[config.mk]
export PLATFORM = sky130hd
export DESIGN_NAME = regif_cpl_tx_flat
export DESIGN_NICKNAME = d
export VERILOG_FILES = /design/src/rtl/regif_cpl_tx_if.sv /design/src/rtl/regif_cpl_tx.sv /design/src/flat_wrapper.sv
export SDC_FILE = /design/constraint.sdc
export NUM_CORES = 1
export LEC_CHECK = 0
export CORE_ASPECT_RATIO = 1.25
export CORE_UTILIZATION = 45
export DETAILED_ROUTE_END_ITERATION = 8
export PLACE_DENSITY = 0.73
export SETUP_SLACK_MARGIN = 0.2
export SLEW_MARGIN = 20
export SYNTH_ARGS = -nofsm -noshare
export SYNTH_HDL_FRONTEND = slang
export SYNTH_SLANG_ARGS = --single-unit
[constraint.sdc]
create_clock -name clk -period 3.5 [get_ports clk]
set_input_delay 0.35 -clock clk [delete_from_list [all_inputs] [get_ports clk]]
set_output_delay 0.35 -clock clk [all_outputs]
set_load 0.02 [all_outputs]
[src/rtl/regif_cpl_tx_if.sv]
// TRN TX bus (64-bit Virtex-5 endpoint) between a TLP source and the core.
// master drives the frame, slave returns destination-ready.
interface regif_cpl_tx_if;
   logic [63:0] trn_td;
   logic [7:0]  trn_trem_n;
   logic        trn_tsof_n;
   logic        trn_teof_n;
   logic        trn_tsrc_rdy_n;
   logic        trn_tdst_rdy_n;

   modport master (
      output trn_td,
      output trn_trem_n,
      output trn_tsof_n,
      output trn_teof_n,
      output trn_tsrc_rdy_n,
      input  trn_tdst_rdy_n
   );

   modport slave (
      input  trn_td,
      input  trn_trem_n,
      input  trn_tsof_n,
      input  trn_teof_n,
      input  trn_tsrc_rdy_n,
      output trn_tdst_rdy_n
   );
endinterface

[src/rtl/regif_cpl_tx.sv]
// Register-read completion sender: queues read results, wins the shared
// TX endpoint from the arbiter and emits 3DW-header CplD TLPs.
module regif_cpl_tx #(
   parameter int DEPTH     = 4,
   parameter int MAX_BURST = 2
) (
   input  logic                 clk,
   input  logic                 rst,
   input  logic [15:0]          cfg_completer_id,
   input  logic                 rd_valid,
   output logic                 rd_ready,
   input  logic [15:0]          rd_reqid,
   input  logic [7:0]           rd_tag,
   input  logic [6:0]           rd_laddr,
   input  logic [31:0]          rd_data,
   input  logic                 trn,
   output logic                 reqep,
   output logic                 drvn,
   regif_cpl_tx_if.master       tx
);

   localparam int PW = $clog2(DEPTH);
   localparam int CW = $clog2(DEPTH + 1);
   localparam int BW = (MAX_BURST > 1) ? $clog2(MAX_BURST) : 1;

   localparam logic [CW-1:0] FULL  = CW'(DEPTH);
   localparam logic [BW-1:0] BLAST = BW'(MAX_BURST - 1);

   typedef enum logic [1:0] {
      IDLE,
      REQ,
      B0,
      B1
   } state_t;

   state_t state;

   logic [15:0] q_reqid [DEPTH];
   logic [7:0]  q_tag   [DEPTH];
   logic [6:0]  q_laddr [DEPTH];
   logic [31:0] q_data  [DEPTH];

   logic [PW-1:0] wr_ptr;
   logic [PW-1:0] rd_ptr;
   logic [CW-1:0] count;
   logic [CW-1:0] count_next;
   logic [BW-1:0] burst;

   logic          push;
   logic          pop;
   logic          accept;
   logic          more;
   logic [63:0]   beat0;
   logic [63:0]   beat1;

   assign tx.trn_trem_n = 8'h00;

   assign push   = rd_valid & rd_ready;
   assign accept = ~tx.trn_tsrc_rdy_n & ~tx.trn_tdst_rdy_n;
   assign pop    = (state == B1) & accept;

   // Fmt/Type CplD, length 1; completer ID; status SC, BCM 0, byte count 4
   assign beat0 = {32'h4A00_0001, cfg_completer_id, 16'h0004};

   // beat1 is only sampled in B0, a full cycle after any push of this entry
   assign beat1 = {q_reqid[rd_ptr], q_tag[rd_ptr], 1'b0,
                   q_laddr[rd_ptr], q_data[rd_ptr]};

   always_comb begin
      count_next = count;
      unique case ({push, pop})
         2'b10:   count_next = count + CW'(1);
         2'b01:   count_next = count - CW'(1);
         default: count_next = count;
      endcase
   end

   assign more = (count_next != '0) && (burst != BLAST);

   always_ff @(posedge clk) begin
      if (push) begin
         q_reqid[wr_ptr] <= rd_reqid;
         q_tag[wr_ptr]   <= rd_tag;
         q_laddr[wr_ptr] <= rd_laddr;
         q_data[wr_ptr]  <= rd_data;
      end
   end

   always_ff @(posedge clk) begin
      if (rst) begin
         state             <= IDLE;
         reqep             <= 1'b0;
         drvn              <= 1'b0;
         burst             <= '0;
         wr_ptr            <= '0;
         rd_ptr            <= '0;
         count             <= '0;
         rd_ready          <= 1'b1;
         tx.trn_td         <= '0;
         tx.trn_tsof_n     <= 1'b1;
         tx.trn_teof_n     <= 1'b1;
         tx.trn_tsrc_rdy_n <= 1'b1;
      end else begin
         count    <= count_next;
         rd_ready <= (count_next != FULL);
         if (push) wr_ptr <= wr_ptr + PW'(1);
         if (pop)  rd_ptr <= rd_ptr + PW'(1);

         unique case (state)
            IDLE: begin
               if (count != '0) begin
                  reqep <= 1'b1;
                  state <= REQ;
               end
            end
            REQ: begin
               if (trn) begin
                  reqep             <= 1'b0;
                  drvn              <= 1'b1;
                  burst             <= '0;
                  tx.trn_td         <= beat0;
                  tx.trn_tsof_n     <= 1'b0;
                  tx.trn_teof_n     <= 1'b1;
                  tx.trn_tsrc_rdy_n <= 1'b0;
                  state             <= B0;
               end
            end
            B0: begin
               if (accept) begin
                  tx.trn_td     <= beat1;
                  tx.trn_tsof_n <= 1'b1;
                  tx.trn_teof_n <= 1'b0;
                  state         <= B1;
               end
            end
            B1: begin
               if (accept) begin
                  if (more) begin
                     burst         <= burst + BW'(1);
                     tx.trn_td     <= beat0;
                     tx.trn_tsof_n <= 1'b0;
                     tx.trn_teof_n <= 1'b1;
                     state         <= B0;
                  end else begin
                     tx.trn_tsrc_rdy_n <= 1'b1;
                     tx.trn_teof_n     <= 1'b1;
                     drvn              <= 1'b0;
                     state             <= IDLE;
                  end
               end
            end
            default: state <= IDLE;
         endcase
      end
   end

endmodule
[src/flat_wrapper.sv]
// flat-port wrapper written by rule: the top's interface ports become plain ports
module regif_cpl_tx_flat 
#(
   parameter int DEPTH     = 4,
   parameter int MAX_BURST = 2
)
  (clk, rst, cfg_completer_id, rd_valid, rd_ready, rd_reqid, rd_tag, rd_laddr, rd_data, trn, reqep, drvn, tx_trn_td, tx_trn_trem_n, tx_trn_tsof_n, tx_trn_teof_n, tx_trn_tsrc_rdy_n, tx_trn_tdst_rdy_n);
  regif_cpl_tx_if tx_i ();
  input  logic clk;
  input  logic rst;
  input  logic [15:0] cfg_completer_id;
  input  logic rd_valid;
  output logic rd_ready;
  input  logic [15:0] rd_reqid;
  input  logic [7:0] rd_tag;
  input  logic [6:0] rd_laddr;
  input  logic [31:0] rd_data;
  input  logic trn;
  output logic reqep;
  output logic drvn;
  output wire logic [$bits(tx_i.trn_td)-1:0] tx_trn_td;
  output wire logic [$bits(tx_i.trn_trem_n)-1:0] tx_trn_trem_n;
  output wire logic [$bits(tx_i.trn_tsof_n)-1:0] tx_trn_tsof_n;
  output wire logic [$bits(tx_i.trn_teof_n)-1:0] tx_trn_teof_n;
  output wire logic [$bits(tx_i.trn_tsrc_rdy_n)-1:0] tx_trn_tsrc_rdy_n;
  input wire logic [$bits(tx_i.trn_tdst_rdy_n)-1:0] tx_trn_tdst_rdy_n;
  assign tx_trn_td = tx_i.trn_td;
  assign tx_trn_trem_n = tx_i.trn_trem_n;
  assign tx_trn_tsof_n = tx_i.trn_tsof_n;
  assign tx_trn_teof_n = tx_i.trn_teof_n;
  assign tx_trn_tsrc_rdy_n = tx_i.trn_tsrc_rdy_n;
  assign tx_i.trn_tdst_rdy_n = tx_trn_tdst_rdy_n;
  regif_cpl_tx #(.DEPTH(DEPTH), .MAX_BURST(MAX_BURST)) u_core (.clk(clk), .rst(rst), .cfg_completer_id(cfg_completer_id), .rd_valid(rd_valid), .rd_ready(rd_ready), .rd_reqid(rd_reqid), .rd_tag(rd_tag), .rd_laddr(rd_laddr), .rd_data(rd_data), .trn(trn), .reqep(reqep), .drvn(drvn), .tx(tx_i));
endmodule
==> run summary, run 1 <==
In this design, the stage delay of the slowest critical-path cell is 0.56 ns. The number of cells traversed by the worst register-to-register path works out to 11. Compared with the post-synthesis result, the final layout area differs by 23.1%. The ratio of cells with drive above 1 in the final layout was 19.6%. The post-CTS setup repair buffer count is 0. The run gives 0 as the final count of pins violating max slew.

The number of global-route vias before repair was 6,466; the hold violation total from the final report was 0. The final layout contains 901 nets. The netlist uses 41 different library cells.

The final cell utilization of the core is 56.5%. For this run, the top clock speed supported by timing is 0.324 GHz. In this run the cell area measured after placement is 14,200 sq um. Along the worst path, the maximum fanout reaches 27. The number of register bits inferred by synthesis works out to 333.

Counting both buffers and inverters, the worst setup path holds a total of 2. STA classifies the critical path startpoint as a flip-flop. For this design, the sink count on the clock tree is 333. The tools report the data arrival time at the worst-slack endpoint as 3.53 ns. Number of flops mapped to enable cells by yosys: 252. The last element of the critical path was u_core.tx.trn_td[27]. Counting the buffers created by CTS gives 31. The tools report the area taken by multi-input logic gates as 2870 sq um. The analysis attributes to cell leakage a power of 4.93 nW. The final estimated routing congestion in global placement is 0.793.

Traced cell by cell, the critical path runs through nand2_1 -> nor2_1 -> ha_1 -> inv_1 -> fa_1 -> xor2_1 -> or3_4 -> a41oi_4 -> buf_4 -> nor2_1 -> a311oi_2. Across all register-to-register paths, the minimum setup slack is 0.42 ns. The design area is 15,100 sq um, and the final period demand of the worst path is 3.08 ns.

The fraction of post-synthesis cell area in the top cell type by area came out at 61.5%. The mean cell area of the mapped netlist was 19.0 sq um. Kind of end point of the critical path: a flip-flop. Yosys printed 0 warnings. The critical path crosses 11 cells after its start point. The worst register-to-register path begins at u_core.state[1]. For the placed wire-length estimate after detailed placement, the log shows 13,300 um.

The critical path starts at u_core.state[1]. The tree is rooted in a clkbuf_16. The number of hold buffers added after CTS was 0.

The clock arrives with 0.00901 ns of skew. The floorplan step defined a die boundary enclosing 28,000 sq um. The initial utilization of the core area, before any placement, comes to 45.9%. The core box area came out at 26,800 sq um. IR analysis of the VDD net gives a maximum drop of 0.000533 V. TritonCTS built the clock tree.

Slowest library cell on the worst path: dfxtp_1. The final-layout fill cell count came out at 2,100. The reg-to-reg critical path endpoint was u_core.tx.trn_td[27]. Yosys attributes the largest share of cell area to edfxtp_1, dfxtp_1, mux4_2. Global routing finished with a remaining overflow of 0. For this block, the via count after detailed routing is 6,263. The number of vias per cell was 5.30; the post-detailed-routing wire length was 22,800 um. In this run the tightest slew margin relative to its limit is 33.1%. The tools report the total iterations of the first detailed-routing run as 4. The data required time of the worst path was 3.95 ns. The run finished with clean final reports. The max-capacitance violation count came out at 0. Setup violations remaining at the end of the flow were counted as 0. After floorplanning, the core was divided into 67 placement rows. Of the available clock period, the critical path in the final layout requires 88.0%.

After the first detailed-routing iteration, the DRC count stood at 247. Gate count after technology mapping: 649. Counting along the longest clock path gives a buffer depth of 3. Number of top-level pins: 162.

The maximum level of the CTS H-tree was 1; the sequential share of the synthesized area was 74.6%. For this run, the total global-route usage over all layers was measured as 16.5%. The library cell used most frequently in the layout, excluding fill and tap cells, is edfxtp_1.

The clock reaches the later pin of the worst-skew pair after 0.54 ns. The count of buffers added on input and output ports is 152. The clock-pin slew on the worst setup and hold paths was 0.07 ns.

The first global-routing pass estimated 35,400 um of wire. The most numerous cell type found on the critical path is nor2_1. In the layout the commonest cells are edfxtp_1, clkdlybuf4s50_1, dfxtp_1.

The path type of the worst setup path was reg2reg. The power density over the cells works out to 549 nW/um^2. The detail route stage leaves a number of antenna-violating nets equal to 0.

For the final routed database, the setup TNS stands at 0 ns. The average wire per standard cell came out at 19.3 um. The number of antenna violations at the first check in global routing was 1. Floorplan die height: 187 um. Setup repair after global routing left no endpoint under its margin. The path class of the tightest hold or removal check is in2reg.

The pin slew with the least headroom to its limit works out to 1.00 ns. In this design, the largest share of critical-path delay is due to simple AND/OR/NAND/NOR gates. The dominant cell type by area after synthesis was edfxtp_1. The mapped netlist covers 12,300 sq um. The run gives 0.0137 ns as the minimum setup slack after placement. Once the clock tree was built, the resizer swapped 0 gates to a different size. The tools report the sequential standard cell area as 9200 sq um.

In the routed design, unresolved DRC markers number 0. The least setup slack across all paths after layout is 0.418 ns. The die is 150 um wide. The most used flip-flop cell after synthesis was edfxtp_1. Entering global routing, the biggest net connects 64 pins. The share of async-settable or async-resettable flops after synthesis was 0%.
-- how the worst min path moves through the flow --
stage | depth (start not counted) | startpoint | slack (ns) | end
finish | 2 | rst | 0.13 | u_core.count[1]
global route | 2 | rst | 0.12 | u_core.count[0]
CTS | 2 | rst | 0.10 | u_core.count[1]
detailed placement | 1 | u_core.tx.trn_td[12] | 0.47 | u_core.tx.trn_td[12]
global placement | 1 | u_core.tx.trn_td[61] | 0.46 | u_core.tx.trn_td[61]
floorplan | 0 | rd_data[0] | 0.45 | u_core.q_data[0][0]
-- report_power, final --
group / switching, mW / internal (mW)
clock: 1.34 / 1.72
sequential: 0.0737 / 4.45
combinational: 0.390 / 0.341
-- state kept, by name (all words and copies together), names as in the netlist, named ones only --
name,cells
u_core.tx.trn_tsrc_rdy_n,1
u_core.tx.trn_td,63
u_core.rd_ready,1
u_core.q_reqid,64
u_core.count,3
u_core.tx.trn_teof_n,1
u_core.q_laddr,28
u_core.tx.trn_tsof_n,1
u_core.q_tag,32
u_core.wr_ptr,2
u_core.drvn,1
u_core.burst,1
u_core.rd_ptr,2
u_core.q_data,128
u_core.reqep,1
u_core.state,2
-- stage by stage --
step / hold slack [ns] / power, mW / cells
after global routing: 0.117 / 8.64 / 1181
after CTS: 0.100 / 8.42 / 1180
after detailed placement: 0.470 / 5.35 / 1123
after global placement: 0.464 / 5.33 / 1123
after floorplan: 0.449 / 5.04 / 657
final: 0.126 / 8.32 / 1181
-- cell usage after synthesis (2+ instances only) --
library cell,number
a311oi_2,16
nand3_1,2
a22o_2,16
clkbuf_1,14
xor2_1,3
nand2b_1,3
nor2_1,42
dfxtp_1,81
edfxtp_1,252
a21o_1,2
nor3_1,7
buf_6,7
mux4_2,63
nor2b_1,3
a22o_1,26
inv_1,7
buf_4,10
ha_1,5
and3_1,4
nand3b_1,2
a21oi_1,7
buf_2,12
xnor2_1,3
o21ai_0,3
nand2_1,43
-- metal layers --
| layer | GRT usage, % | wire length, um | vias up |
|---|---|---|---|
| li1 | - | - | 2888 |
| met1 | 21.1 | 9470 | 3157 |
| met2 | 28.6 | 11500 | 179 |
| met3 | 2.98 | 1300 | 39 |
| met4 | 4.62 | 507 | 0 |
| met5 | 0 | 0 | - |
-- layout make-up --
class	count	area share [%]
Sequential cell	333	60.7
Multi-Input combinational cell	272	18.9
Timing Repair Buffer	166	11.2
Clock buffer	41	5.43
Tap cell	345	2.85
Clock inverter	16	0.694
Inverter	7	0.173
Antenna cell	1	0.0165
-- worst register-to-register path: stages (launching register included) --
cell	delay [ns]
dfxtp_1	0.56
nand2_1	0.14
nor2_1	0.16
ha_1	0.20
inv_1	0.06
fa_1	0.37
xor2_1	0.16
or3_4	0.36
a41oi_4	0.28
buf_4	0.36
nor2_1	0.10
a311oi_2	0.25
-- cells by family after synthesis --
group           after synthesis  share of synthesized area, %
simple gates                112                          4.03
mux                          63                          11.5
fa+ha+maj                     6                         0.671
compound gates               76                          6.14
flops                       333                          74.6
buf+inv                      52                          2.53
xor+xnor                      6                         0.427
other cells                   1                        0.0305
Note: power is estimated with default switching activity, not from simulation.
==> run 2: changes to the inputs <==
CORE_MARGIN = 3   (was not set)
CORE_UTILIZATION = 40   (was 45)
PLACE_DENSITY = 0.67   (was 0.73)
==> run 2 against run 1 <==
Global-route usage is 1.8 points lower. Total power is 7.3% higher. Sequential share of layout area is 1.2 points lower. Cell count is 5.2% higher. Non-clock buffer count is 2 higher. Register-to-register slack better by 0.10 ns. First-iteration DRC count is 49% higher. Clock power is 19% higher. Core utilization is 5.3 points lower. Worst hold slack better by 0.28 ns. Critical endpoint is now u_core.tx.trn_td[5]. Highest routed layer is now met5.
==> run summary, run 2 (same netlist as run 1, synthesis figures left out) <==
The number of vias per cell came out at 5.05 (-4.8%). The number of CTS-inserted buffers is 34 (+9.7%), and the final count of pins violating max slew is 0 (unchanged). The data required time of the worst path was 3.89 ns (-0.06 ns); the internal reg-to-reg setup slack was 0.52 ns (+0.10 ns). The final critical-path share of the clock period came out at 85.1% (-3.0 points). The run gives 37,600 um (+6.2%) as the wire length of the first global-routing pass. More flip-flops sit in one register than any other, and that register is u_core.q_data.

For the leakage power total, the log shows 5.04 nW (+2.4%). The clock-pin slew on the worst setup and hold paths is 0.06 ns (about the same), and the post-CTS setup repair buffer count is 0 (unchanged). The top cell types in the final layout, fill and taps aside, are edfxtp_1, clkdlybuf4s50_1, dfxtp_1.

The floorplan die height was 202 um (+8.1%); the sequential standard cell area was 9200 sq um (unchanged). The final period demand of the worst path came out at 2.98 ns (-0.105 ns). Setup skew after layout: 0.0133 ns (+0.00429 ns). The total global routing overflow came out at 0 (unchanged). Setup repair after global routing left no endpoint under its margin. The logs give 8.5% (-0.3 points) for the share of total power in combinational logic and 0.000377 V (-29%) for the worst supply voltage drop on vdd. The logs give 1.89 mW (+4.6%) for the net switching component of the power and 64 (unchanged) for the largest net degree at the start of global routing. For the number of global-route vias before repair, the log shows 6,572 (+1.6%).

The logs give 906 (+0.55%) for the number of nets in the finished design and 0 (unchanged) for the post-CTS resize count. The tools report the number of DRC markers in iteration 0 as 367 (+49%). The DRC violations left is 0 (unchanged), and the number of buffers inserted by hold repair at cts is 0 (unchanged). The final cell utilization of the core is 51.2% (-5.3 points), and the count of non-filler cells in the finished layout is 1,242 (+5.2%). The area taken by multi-input logic gates came out at 2870 sq um (unchanged). The data arrival time at the worst-slack endpoint was 3.36 ns (-0.17 ns); the final-layout fill cell count was 2,456 (+17%). Post-placement cell count: 1,181 (+5.2%). The area growth from synthesis to layout is 25.6%. The relative contribution of sequential cells to total power is 50.6% (-3.8 points), and the number of top-level pins is 162 (unchanged). The worst setup path is captured at a flip-flop. The pin slew with the least headroom to its limit came out at 0.999 ns (-0.00481 ns). The largest registers in the layout are u_core.q_data (128), u_core.q_reqid (64), u_core.tx.trn_td (63). The tools report the total number of vias as 6,271 (+0.13%).

For the number of antenna-violating nets in the routed design, the log shows 0 (unchanged). Average wire per standard cell: 19.4 um (+0.65%). Switching share of power: 21.2% (-0.54 points). The worst-path maximum fanout was 24 (-11%); the share of total power in the clock network was 40.9% (+4.1 points). The ratio of cells with drive above 1 in the final layout works out to 20.7% (+1.1 points). TritonCTS built the clock tree. The critical path starts at u_core.tx.trn_tsrc_rdy_n. The critical register-to-register path startpoint is u_core.tx.trn_tsrc_rdy_n. The run gives 24,200 um (+5.8%) as the post-detailed-routing wire length. The tools report the maximum number of buffers from clock root to sink as 3 (unchanged). The headroom to the max-slew limit is 33.4% (+0.32 points).

The library cell used most frequently in the layout, excluding fill and tap cells, is edfxtp_1. The setup violation total in the final timing report was 0 (unchanged); the setup TNS was 0 ns (unchanged). The die boundary width works out to 163 um (+8.7%). The count of input and output buffers is 152 (unchanged), and the number of antenna violations at the first check in global routing is 2 (+1). Clock tree synthesis selected as its root buffer the cell clkbuf_16.

Top achievable clock speed: 0.336 GHz (+3.5%). The worst setup path is of the reg2reg kind. The number of cells traversed by the worst register-to-register path was 11 (unchanged). The flow ran to the end, and the final reports show no timing, DRC or antenna violations.

For the total iterations of the first detailed-routing run, the log shows 4 (unchanged). The flip-flop count of the largest register after layout works out to 128 (unchanged). The number of clock sinks is 333 (unchanged), and the max-capacitance violation count is 0 (unchanged).

The effective utilization at floorplan is 40.8% (-5.1 points), and the power density over the cells is 577 nW/um^2 (+5.1%). The final estimated routing congestion in global placement was 0.727 (-8.4%); the hold violation total from the final report was 0 (unchanged). The reg-to-reg critical path endpoint was u_core.tx.trn_td[5]. The core box area was 30,200 sq um (+13%); the overall fraction of global-route tracks in use was 14.7% (-1.8 points). The run gives 14,500 um (+9.5%) as the placed wire-length estimate after detailed placement.

The tools report the last element of the critical path as u_core.tx.trn_td[5]. The path class of the tightest hold or removal check is in2reg. The tools report the number of placement rows as 71 (+6.0%). For the clock insertion delay at the later pin of the skew report, the log shows 0.50 ns (-0.04 ns). The area of the die came out at 32,900 sq um (+18%). The worst setup path is launched from a flip-flop. The maximum level of the CTS H-tree was 2 (+1).

The cell internal power dissipation was 7.04 mW (+8.0%).
run 2: stage by stage:
step                hold slack (ns)  power [mW]  cell area (sq um)  setup WS (ns)
floorplan                     0.449        5.04              12300          0.525
global placement              0.465        5.35              14300         0.0956
detailed placement            0.470        5.38              14300         0.0405
CTS                           0.389        9.04              15500          0.513
global route                  0.415        9.26              15500          0.368
finish                        0.402        8.93              15500          0.523
run 2: layout make-up:
| type | count | share of cell area [%] |
|---|---|---|
| clock inverters | 9 | 0.833 |
| well taps | 401 | 3.24 |
| diodes | 1 | 0.0162 |
| flip-flops and latches | 333 | 59.5 |
| clock buffers | 51 | 6.58 |
| multi-input cells | 272 | 18.5 |
| repair buffers | 168 | 11.1 |
| inverters | 7 | 0.170 |
run 2: worst min-delay path by stage:
stage	startpoint	endpoint	slack, ns	cells past startpoint
detailed placement	u_core.tx.trn_td[46]	u_core.tx.trn_td[46]	0.47	1
global route	rst	u_core.tx.trn_td[32]	0.41	2
CTS	rst	u_core.tx.trn_td[32]	0.39	2
global placement	u_core.tx.trn_td[49]	u_core.tx.trn_td[49]	0.47	1
finish	rst	u_core.tx.trn_td[32]	0.40	2
floorplan	rd_data[0]	u_core.q_data[0][0]	0.45	0
run 2: power by group through the flow:
stage               logic [mW]  registers [mW]  clock network, mW
floorplan                0.388            4.66                  0
global placement         0.757            4.60                  0
detailed placement       0.770            4.61                  0
CTS                      0.773            4.52               3.74
global route             0.824            4.54               3.90
finish                   0.759            4.52               3.65
run 2: routing by layer:
metal	part of all wire [%]	track usage (%)
met1	41	18.5
met2	52	26.0
met3	4.9	3.08
met4	2.1	3.90
met5	0.054	0
run 2: worst max-delay path: stages, from the launching register on:
cell	delay, ns
dfxtp_1	0.33
or2_2	0.30
nor2_1	0.18
ha_1	0.21
inv_1	0.06
fa_1	0.37
xor2_1	0.16
or3_4	0.36
a41oi_4	0.29
nor2_4	0.14
buf_12	0.19
a22o_2	0.26
==> run 3: changes to the inputs <==
CORE_MARGIN = 1   (was 3)
clock period = 3.8 ns   (was 3.5 ns; I/O delays follow)
==> run 3 against run 2 <==
Global-route usage grew 0.91 points. Clock-buffer cell count grew 3. Critical path depth up 1. Total power decreased by 8.8%. Largest cell class unchanged. Largest power group unchanged. Highest routed layer is now met4.
==> run summary, run 3 (same netlist as run 1, synthesis figures left out) <==
The critical path is of the in2reg type. The power density over the cells is 527 nW/um^2 (-8.7%). The number of placement rows is 71 (unchanged). The number of antenna-violating nets in the routed design came out at 0 (unchanged). The average wire per standard cell was 19.5 um (about the same); the effective utilization at floorplan was 40.8% (unchanged). Number of nets in the finished design: 910 (+0.44%).

The tools report the relative contribution of sequential cells to total power as 51.1% (+0.5 points). The design area came out at 15,400 sq um (about the same). The largest net degree at the start of global routing was 40 (-38%); the total iterations of the first detailed-routing run was 4 (unchanged).

For the number of antenna violations at the first check in global routing, the log shows 1 (-1). The switching share of power was 21.9% (+0.73 points). The top achievable clock speed came out at 0.336 GHz.

The number of vias per cell works out to 5.00 (-0.97%). The register with the most flip-flops in the final layout is u_core.q_data. For the total global routing overflow, the log shows 0 (unchanged). The tools report the post-CTS resize count as 0 (unchanged). The tools report the post-detailed-routing wire length as 24,300 um (+0.73%). Number of clock sinks: 333 (unchanged). In the final layout, the registers with the most flip-flops are u_core.q_data (128), u_core.q_reqid (64), u_core.tx.trn_td (63). The tools report the data required time of the worst path as 4.20 ns (+0.31 ns). The number of global-route vias before repair was 6,614 (+0.64%); the share of total power in combinational logic was 8.6% (about the same). The die boundary width is 159 um (-2.5%), and the worst-path maximum fanout is 31 (+29%).

STA classifies the critical path endpoint as a flip-flop. The data arrival time at the worst-slack endpoint is 3.37 ns (about the same). The post-CTS setup repair buffer count came out at 0 (unchanged). DRC violations left: 0 (unchanged). For the overall fraction of global-route tracks in use, the log shows 15.7% (+0.91 points). The final count of pins violating max slew came out at 0 (unchanged). The leakage power total was 5.04 nW (about the same); the maximum number of buffers from clock root to sink was 3 (unchanged).

The clock-pin slew on the worst setup and hold paths works out to 0.06 ns (about the same). The top cell types in the final layout, fill and taps aside, are edfxtp_1, clkdlybuf4s50_1, dfxtp_1. Reg-to-reg critical path endpoint: u_core.tx.trn_td[5]. Area growth from synthesis to layout: 25.5% (about the same).

The ratio of cells with drive above 1 in the final layout was 20.3% (-0.43 points). The tools report the final estimated routing congestion in global placement as 0.723 (-0.54%). The count of input and output buffers came out at 152 (unchanged). The flip-flop count of the largest register after layout came out at 128 (unchanged). The commonest non-fill, non-tap cell in the layout was edfxtp_1. The tools report the cell internal power dissipation as 6.36 mW (-9.7%). The most critical setup path has its startpoint at tx_trn_tdst_rdy_n. The pin slew with the least headroom to its limit was 0.813 ns (-0.186 ns).

Setup repair after global routing left no endpoint under its margin. The logs give 30,200 sq um (unchanged) for the core box area and 31,500 sq um (-4.4%) for the area of the die. For the headroom to the max-slew limit, the log shows 45.8% (+12 points). Number of CTS-inserted buffers: 36 (+5.9%).

Class of the worst hold path: in2reg. The run gives 0 (unchanged) as the setup violation total in the final timing report. The maximum level of the CTS H-tree is 2 (unchanged), and the number of DRC markers in iteration 0 is 353 (-3.8%).

The run gives 0 (unchanged) as the number of buffers inserted by hold repair at cts. The logs give 0 ns (unchanged) for the setup TNS and 0.51 ns (about the same) for the clock insertion delay at the later pin of the skew report. The flow ran to the end, and the final reports show no timing, DRC or antenna violations. TritonCTS built the clock tree. The final period demand of the worst path came out at 2.97 ns. The logs give 40.3% (-0.6 points) for the share of total power in the clock network and 14,500 um (-0.12%) for the placed wire-length estimate after detailed placement. The max-capacitance violation count was 0 (unchanged); the internal reg-to-reg setup slack was 0.83 ns (+0.30 ns). The critical register-to-register path startpoint was u_core.tx.trn_tsrc_rdy_n. The overall power consumption is 8.14 mW (-8.8%), and the wire length of the first global-routing pass is 37,700 um (+0.39%). The number of cells traversed by the worst register-to-register path is 11 (unchanged), and the setup skew after layout is 0.0148 ns (+0.00150 ns). The run gives 6,250 (-0.33%) as the total number of vias. The number of top-level pins was 162 (unchanged). The cell sitting at the root of the clock tree is a clkbuf_16.

STA classifies the critical path startpoint as a primary input. The total placed instance area came out at 14,300 sq um (+0.10%). The run gives 0 (unchanged) as the hold violation total from the final report. Following the worst setup path forward leads to its endpoint at u_core.tx.trn_td[5]. The floorplan die height is 198 um (-2.0%). The final critical-path share of the clock period is 78.2%.

The worst supply voltage drop on vdd is 0.000389 V (+3.3%), and the net switching component of the power is 1.78 mW (-5.7%).
==> run 3: cell types whose count changed in the layout (fill, tap and decap cells not counted), sizes merged <==
cell,previous run,this run
buf,17,19
bufinv,3,1
clkbuf,51,54
clkinv,3,11
clkinvlp,2,0
inv,8,7
==> run 3: worst min-delay path by stage <==
| stage | startpoint | endpoint | slack [ns] | cells past startpoint |
|---|---|---|---|---|
| after floorplan | u_core.wr_ptr[1] | u_core.wr_ptr[1] | 0.47 | 2 |
| after global placement | u_core.tx.trn_td[46] | u_core.tx.trn_td[46] | 0.46 | 1 |
| after detailed placement | u_core.tx.trn_td[60] | u_core.tx.trn_td[60] | 0.47 | 1 |
| after CTS | rst | u_core.count[1] | 0.21 | 2 |
| after global routing | rst | u_core.count[0] | 0.23 | 2 |
| final | rst | u_core.count[1] | 0.22 | 2 |
==> run 3: critical path, stage by stage <==
cell and delay, ns:
clkdlybuf4s50_1 0.42, or2_2 0.33, nor2_1 0.16, ha_1 0.21, inv_1 0.06, fa_1 0.37
xor2_1 0.16, or3_4 0.36, a41oi_4 0.29, nor2_4 0.14, buf_12 0.19, a22o_2 0.27
==> run 3: final cells by class <==
cell class              count  area [sq um]
diodes                      1          2.50
inverters                   7          26.3
flip-flops and latches    333          9200
multi-input cells         272          2870
repair buffers            170          1740
clock buffers              54          1020
well taps                 401           502
clock inverters            12          95.1
fillers                  2496         14800
==> run 3: metrics by stage <==
stage | setup WS, ns | cells | util [%] | hold WS [ns]
floorplan | 0.825 | 657 | - | 0.469
global placement | 0.344 | 1183 | 47.4 | 0.462
finish | 0.827 | 1250 | 51.1 | 0.220
global route | 0.684 | 1250 | 51.1 | 0.230
CTS | 0.825 | 1249 | 51.1 | 0.210
detailed placement | 0.331 | 1183 | 47.4 | 0.467
==> run 3: power groups by stage <==
stage	Combinational, mW	Clock (mW)	Sequential [mW]
after floorplan	0.357	0	4.29
after global placement	0.698	0	4.24
after detailed placement	0.707	0	4.24
after CTS	0.710	3.36	4.17
after global routing	0.754	3.48	4.18
final	0.697	3.28	4.16
==> run 3: metal layers <==
metal  routed length, um  global-route usage, %  up-vias
li1                    -                      -     2896
met1               10300                   19.6     3166
met2               12500                   27.5      155
met3                1100                   2.89       33
met4                 501                   5.06        0
met5                   0                      0        -
